$ cat src/rtl/arch_defs_pkg.sv
// Shared SAP-2 architecture definitions: UART receiver state encoding, I/O register
// addresses, STATUS bit positions and the baud divider helper.
package arch_defs_pkg;

   typedef enum logic [2:0] {
      IDLE,
      START,
      DATA,
      PARITY,
      STOP,
      WAIT_HI
   } uart_rx_state_t;

   localparam logic UART_REG_DATA   = 1'b0;
   localparam logic UART_REG_STATUS = 1'b1;

   localparam int unsigned STAT_RX_VALID    = 0;
   localparam int unsigned STAT_OVERRUN     = 1;
   localparam int unsigned STAT_FRAMING_ERR = 2;
   localparam int unsigned STAT_PARITY_ERR  = 3;

   // Clocks per oversample tick, floored and never below one.
   function automatic int unsigned uart_div(input int unsigned clk_hz,
                                            input int unsigned baud,
                                            input int unsigned oversample);
      int unsigned d;
      d = clk_hz / (baud * oversample);
      return (d == 0) ? 1 : d;
   endfunction

endpackage

$ cat src/rtl/uart_baud_tick_gen.sv
// Free-running baud tick generator: one-cycle pulse on tick every DIV clocks.
// Shared by the UART transmit and receive paths.
module uart_baud_tick_gen #(
   parameter int unsigned DIV = 1
) (
   input  logic clk,
   input  logic reset_n,
   output logic tick
);

   localparam int unsigned CW = (DIV > 1) ? $clog2(DIV) : 1;
   localparam logic [CW-1:0] LAST = CW'(DIV - 1);

   logic [CW-1:0] cnt_q;
   logic          tick_q;

   always_ff @(posedge clk) begin
      if (!reset_n) begin
         cnt_q  <= '0;
         tick_q <= 1'b0;
      end else if (cnt_q == LAST) begin
         cnt_q  <= '0;
         tick_q <= 1'b1;
      end else begin
         cnt_q  <= cnt_q + 1'b1;
         tick_q <= 1'b0;
      end
   end

   assign tick = tick_q;

endmodule

$ cat src/rtl/uart_rx_mmio.sv
// Memory-mapped 8N1 UART receiver with DATA/STATUS registers on the SAP-2 I/O bus.
// Define UART_RX_PARITY_EN for 8E1 frames with a live parity_err STATUS bit.
module uart_rx_mmio
   import arch_defs_pkg::*;
#(
   parameter int unsigned CLK_FREQ_HZ = 20_000_000,
   parameter int unsigned BAUD_RATE   = 115_200,
   parameter int unsigned OVERSAMPLE  = 16
) (
   input  logic       clk,
   input  logic       reset_n,
   input  logic       uart_rx,
   input  logic       bus_addr,
   input  logic       bus_rd_en,
   output logic [7:0] bus_rd_data,
   output logic       rx_irq
);

   localparam int unsigned DIV = uart_div(CLK_FREQ_HZ, BAUD_RATE, OVERSAMPLE);
   localparam int unsigned TCW = (OVERSAMPLE > 1) ? $clog2(OVERSAMPLE) : 1;
   localparam logic [TCW-1:0] LAST_TICK = TCW'(OVERSAMPLE - 1);
   localparam logic [TCW-1:0] HALF_TICK = TCW'((OVERSAMPLE / 2 > 0) ? OVERSAMPLE / 2 - 1 : 0);

   logic tick;

   uart_baud_tick_gen #(
      .DIV (DIV)
   ) u_tick_gen (
      .clk     (clk),
      .reset_n (reset_n),
      .tick    (tick)
   );

   logic rx_meta_q, rx_s_q;

   always_ff @(posedge clk) begin
      if (!reset_n) begin
         rx_meta_q <= 1'b1;
         rx_s_q    <= 1'b1;
      end else begin
         rx_meta_q <= uart_rx;
         rx_s_q    <= rx_meta_q;
      end
   end

   uart_rx_state_t state_q;
   logic [TCW-1:0] tick_cnt_q;
   logic [2:0]     bit_cnt_q;
   logic [7:0]     shift_q;
   logic           commit_q;
   logic           commit_ferr_q;
`ifdef UART_RX_PARITY_EN
   logic           perr_pend_q;
   logic           commit_perr_q;
`endif

   // Sampling points sit at mid-bit: half a bit after the start edge, then whole bits.
   always_ff @(posedge clk) begin
      if (!reset_n) begin
         state_q       <= IDLE;
         tick_cnt_q    <= '0;
         bit_cnt_q     <= '0;
         shift_q       <= '0;
         commit_q      <= 1'b0;
         commit_ferr_q <= 1'b0;
`ifdef UART_RX_PARITY_EN
         perr_pend_q   <= 1'b0;
         commit_perr_q <= 1'b0;
`endif
      end else begin
         commit_q      <= 1'b0;
         commit_ferr_q <= 1'b0;
`ifdef UART_RX_PARITY_EN
         commit_perr_q <= 1'b0;
`endif
         if (tick) begin
            unique case (state_q)
               IDLE: begin
                  tick_cnt_q <= '0;
                  if (!rx_s_q) state_q <= START;
               end
               START: begin
                  if (tick_cnt_q == HALF_TICK) begin
                     tick_cnt_q <= '0;
                     bit_cnt_q  <= '0;
                     state_q    <= rx_s_q ? IDLE : DATA;
                  end else begin
                     tick_cnt_q <= tick_cnt_q + 1'b1;
                  end
               end
               DATA: begin
                  if (tick_cnt_q == LAST_TICK) begin
                     tick_cnt_q <= '0;
                     shift_q    <= {rx_s_q, shift_q[7:1]};
                     bit_cnt_q  <= bit_cnt_q + 1'b1;
                     if (bit_cnt_q == 3'd7) begin
`ifdef UART_RX_PARITY_EN
                        state_q <= PARITY;
`else
                        state_q <= STOP;
`endif
                     end
                  end else begin
                     tick_cnt_q <= tick_cnt_q + 1'b1;
                  end
               end
`ifdef UART_RX_PARITY_EN
               PARITY: begin
                  if (tick_cnt_q == LAST_TICK) begin
                     tick_cnt_q  <= '0;
                     perr_pend_q <= (rx_s_q != ^shift_q);
                     state_q     <= STOP;
                  end else begin
                     tick_cnt_q <= tick_cnt_q + 1'b1;
                  end
               end
`endif
               STOP: begin
                  if (tick_cnt_q == LAST_TICK) begin
                     tick_cnt_q    <= '0;
                     commit_q      <= 1'b1;
                     commit_ferr_q <= !rx_s_q;
`ifdef UART_RX_PARITY_EN
                     commit_perr_q <= perr_pend_q;
`endif
                     state_q       <= rx_s_q ? IDLE : WAIT_HI;
                  end else begin
                     tick_cnt_q <= tick_cnt_q + 1'b1;
                  end
               end
               WAIT_HI: begin
                  tick_cnt_q <= '0;
                  if (rx_s_q) state_q <= IDLE;
               end
               default: state_q <= IDLE;
            endcase
         end
      end
   end

   logic [7:0] data_q;
   logic [7:0] rd_data_q;
   logic       rx_valid_q;
   logic       overrun_q;
   logic       framing_err_q;
   logic       parity_err;
   logic [7:0] status;
   logic       rd_data_stb;
   logic       rd_stat_stb;

   assign rd_data_stb = bus_rd_en && (bus_addr == UART_REG_DATA);
   assign rd_stat_stb = bus_rd_en && (bus_addr == UART_REG_STATUS);

`ifdef UART_RX_PARITY_EN
   logic parity_err_q;

   always_ff @(posedge clk) begin
      if (!reset_n) parity_err_q <= 1'b0;
      else          parity_err_q <= (commit_q && commit_perr_q) || (parity_err_q && !rd_stat_stb);
   end

   assign parity_err = parity_err_q;
`else
   assign parity_err = 1'b0;
`endif

   always_comb begin
      status                   = '0;
      status[STAT_RX_VALID]    = rx_valid_q;
      status[STAT_OVERRUN]     = overrun_q;
      status[STAT_FRAMING_ERR] = framing_err_q;
      status[STAT_PARITY_ERR]  = parity_err;
   end

   // A commit coinciding with a DATA read wins: valid stays set, no overrun.
   always_ff @(posedge clk) begin
      if (!reset_n) begin
         data_q        <= '0;
         rd_data_q     <= '0;
         rx_valid_q    <= 1'b0;
         overrun_q     <= 1'b0;
         framing_err_q <= 1'b0;
      end else begin
         if (bus_rd_en) rd_data_q <= (bus_addr == UART_REG_STATUS) ? status : data_q;
         if (commit_q) begin
            data_q     <= shift_q;
            rx_valid_q <= 1'b1;
            overrun_q  <= !rd_data_stb && (rx_valid_q || overrun_q);
         end else if (rd_data_stb) begin
            rx_valid_q <= 1'b0;
            overrun_q  <= 1'b0;
         end
         framing_err_q <= (commit_q && commit_ferr_q) || (framing_err_q && !rd_stat_stb);
      end
   end

   assign bus_rd_data = rd_data_q;
   assign rx_irq      = rx_valid_q;

endmodule
$ cat config.mk
export PLATFORM = sky130hd
export DESIGN_NAME = uart_rx_mmio
export DESIGN_NICKNAME = d
export VERILOG_FILES = /design/src/rtl/arch_defs_pkg.sv /design/src/rtl/uart_baud_tick_gen.sv /design/src/rtl/uart_rx_mmio.sv
export SDC_FILE = /design/constraint.sdc
export NUM_CORES = 1
export LEC_CHECK = 0
export CAP_MARGIN = 10
export CORE_AREA = 2 2 64 66
export DETAILED_ROUTE_END_ITERATION = 10
export DIE_AREA = 0 0 66 68
export HOLD_SLACK_MARGIN = 0.1
export PLACE_DENSITY = 0.82
export RECOVER_POWER = 50
export SYNTH_ARGS = -nofsm -noshare
export SYNTH_HDL_FRONTEND = slang
export SYNTH_HIERARCHICAL = 1
export SYNTH_SLANG_ARGS = --single-unit
export TNS_END_PERCENT = 1
$ cat constraint.sdc
create_clock -name clk -period 1.86 [get_ports clk]
set_input_delay 0.372 -clock clk [delete_from_list [all_inputs] [get_ports clk]]
set_output_delay 0.372 -clock clk [all_outputs]
set_load 0.03 [all_outputs]
==> flow_summary_export.csv <==
group,metric,value,unit
min_path,hold_path.class,"register to register",
cts,clk_latency,0.29,ns
synth,synth_ff_type,"dfxtp_1",
setup_path,worstPathArrival,1.35,ns
place,io_buffers,13,
setup_path,crit_type,"register to output port",
synth,yosys_warnings,6,
sta,slew_viol_final,0,
cts,clk_pin_slew,0.08,ns
sta,setup_viol,0,
cts,root_buffer,"clkbuf_8",
pwr,power_density,751,nW/µm²
layout,nFillCells,329,
detailed_routing,drc,0,
detailed_routing,drt-total-wl,3680,µm
setup_path,reg2regPathDepth,4,
floorplan,core-area,3860,µm²
cts,cts_buffer_depth,2,
grt,grt_max_degree,39,
layout,seqCellArea,921,µm²
synth,synth_edf_count,0,
sta,min_period_over_period,92.7,%
setup_path,critical_path_depth,1,
setup_path,critical_path.cell_chain,"clkdlybuf4s50_1",
setup_path,r2r-end,"bit_cnt_q[2]$_SDFFE_PN0P_",
synth,synth_cells,222,
floorplan,die_w,66,µm
cts,cts_tree,"built",
sta,clock_skew,0.00547,ns
flow_run,cap_violations,0,
layout,final_util,62.3,%
layout,layout-drive-gt1-share,8.47,%
layout,final_nets,245,
grt,grt_overflow,0,
setup_path,crit_required,1.49,ns
synth,ys_ff_latch,46,
setup_path,path_buf_inv,1,
cts,cts_setup_buffers,0,
synth,syn_nets,232,
synth,syn_area_per_cell,9.47,µm²
floorplan,chipHeight,68,µm
setup_path,cp-endpoint,"bus_rd_data[1]",
setup_path,max_stage_delay,0.68,ns
pwr,vdd_drop_max,0.000509,V
detailed_routing,vias,1540,
sta,slew_headroom,60.7,%
sta,fmax,580,MHz
layout,insertedDiodeCount,0,
outcome,status,"completed",
layout,multiInputGateArea,1100,µm²
sta,fin_crit,1.72,ns
place,dp_hpwl,2600,µm
synth,yosysSeqAreaShare,43.8,%
detailed_routing,initialDrtViolationCount,76,
cts,clock_sinks,46,
sta,timing.setup.tns,0,ns
detailed_routing,wire_per_inst,12.8,µm
setup_path,startpoint,"bus_rd_data[1]$_SDFFE_PN0P_",
grt,grt_pass1_vias,1431,
setup_path,cpMaxStageDelayCell,"clkdlybuf4s50_1",
place,place_area,2290,µm²
setup_path,start_kind,"register",
synth,async_flop_share,0,%
floorplan,start_util,54.5,%
place,gp_congestion,0.867,
cts,cts_buffers,5,
setup_path,end_kind,"output port",
grt,antenna_found_initial,0,
layout,area_delta_synth_final,14.2,%
synth,synth.distinct_cells,47,
detailed_routing,drt_pass1_iterations,4,
cts,cts_resized,0,
grt,track_usage,18.6,%
detailed_routing,ant_nets,0,
floorplan,core.rowCount,23,
floorplan,num_io_pins,14,
layout,design_area,2400,µm²
pwr,power.leakage,0.836,nW
sta,hold_violations,0,
setup_path,reg2reg_slack,0.19,ns
detailed_routing,vias_per_cell,5.38,
cts,cts.hold.buffers_added,0,
setup_path,r2r-start,"state_q[0]$_SDFFE_PN0P_",
grt,grt_pass1_wl,6290,µm
floorplan,dieArea,4490,µm²
sta,worst_pin_slew,0.589,ns
setup_path,crit_family,"buffers and inverters",
cts,htreeDepth,2,
synth,netlist_area,2100,µm²
setup_path,worst-path-max-fanout,2,
sta,rsz0062_at_grt,"no",
## synth_stat cells, drive strengths merged, types with 2 or more instances
| library cell | count | area (µm²) |
|---|---|---|
| dfxtp | 46 | 921 |
| nand2 | 25 | 93.8 |
| mux2i | 23 | 230 |
| nor2b | 21 | 131 |
| nand2b | 9 | 56.3 |
| and2 | 8 | 50.1 |
| clkbuf | 8 | 30.0 |
| buf | 7 | 38.8 |
| inv | 6 | 22.5 |
| a21boi | 5 | 37.5 |
| ha | 5 | 62.6 |
| nor2 | 5 | 18.8 |
| o21ai | 5 | 25.0 |
| o22ai | 5 | 31.3 |
| a21oi | 4 | 20.0 |
| nor3b | 4 | 30.0 |
| nand3 | 3 | 15.0 |
| o211a | 3 | 30.0 |
| a211o | 2 | 17.5 |
| a211oi | 2 | 27.5 |
| and3 | 2 | 17.5 |
| nand3b | 2 | 15.0 |
| o31a | 2 | 17.5 |
| or3 | 2 | 12.5 |
## worst min-delay path by stage
stage / start / endpoint / slack (ns) / cells past startpoint
finish: rx_meta_q$_SDFF_PN1_ / rx_s_q$_SDFF_PN1_ / 0.41 / 1
floorplan: rx_meta_q$_SDFF_PN1_ / rx_s_q$_SDFF_PN1_ / 0.39 / 1
CTS: rx_meta_q$_SDFF_PN1_ / rx_s_q$_SDFF_PN1_ / 0.42 / 1
global placement: rx_meta_q$_SDFF_PN1_ / rx_s_q$_SDFF_PN1_ / 0.39 / 1
global route: rx_meta_q$_SDFF_PN1_ / rx_s_q$_SDFF_PN1_ / 0.43 / 1
detailed placement: rx_meta_q$_SDFF_PN1_ / rx_s_q$_SDFF_PN1_ / 0.40 / 1
## power breakdown
group          switching (mW)  leakage [nW]  internal (mW)
Sequential            0.00913         0.372          0.994
Clock                   0.323        0.0514          0.401
Combinational          0.0387         0.412         0.0368
Total                   0.370         0.836           1.43
## metal layers
layer	track usage, %	wire, µm
met1	22.8	1760
met2	31.3	1770
met3	3.95	73
met4	9.18	77
met5	0	0
## stage by stage
stage	std cells	total power, mW	hold slack (ns)	setup slack [ns]
final	286	1.80	0.414	0.135
after detailed placement	278	1.10	0.402	0.224
after global routing	286	1.88	0.428	0.0191
after floorplan	222	1.07	0.386	0.335
after CTS	286	1.82	0.421	0.118
after global placement	278	1.10	0.389	0.262
## area by class of cell
cell class              count  area share, %
inverters                   6          0.938
well taps                  50           2.61
repair buffers             21           7.82
clock buffers               6           3.02
clock inverters             2           1.56
flip-flops and latches     46           38.4
multi-input cells         155           45.7
## logic make-up (layout without fill, tap and decap cells)
kind of cell,count (synthesis),in the layout,synth area share [%]
adder cells (fa/ha/maj),5,5,2.97
AND/OR/NAND/NOR,91,91,24.8
flip-flops,46,46,43.8
multiplexers,23,23,10.9
buffers and inverters,21,35,4.34
AO/OA/AOI/OAI,35,35,12.7
XOR/XNOR,1,1,0.416
## placed cells by master (no fill, tap or decap), types with 5 or more instances in the layout
master / instances
dfxtp_1: 46
nand2_1: 25
mux2i_1: 23
nor2b_1: 21
clkdlybuf4s50_1: 12
nand2b_1: 9
buf_4: 7
inv_1: 6
and2_1: 6
nor2_1: 5
o22ai_1: 5
o21ai_0: 5
ha_1: 5
clkbuf_8: 5
## flip-flops by register name (all words and copies together) (netlist names)
name	cells
commit_q	1
overrun_q	1
rx_irq	1
state_q	3
u_tick_gen/tick	1
bit_cnt_q	3
framing_err_q	1
bus_rd_data	8
data_q	8
rx_s_q	1
rx_meta_q	1
u_tick_gen/cnt_q	4
commit_ferr_q	1
shift_q	8
tick_cnt_q	4
Power figures use the tool's default switching activity.
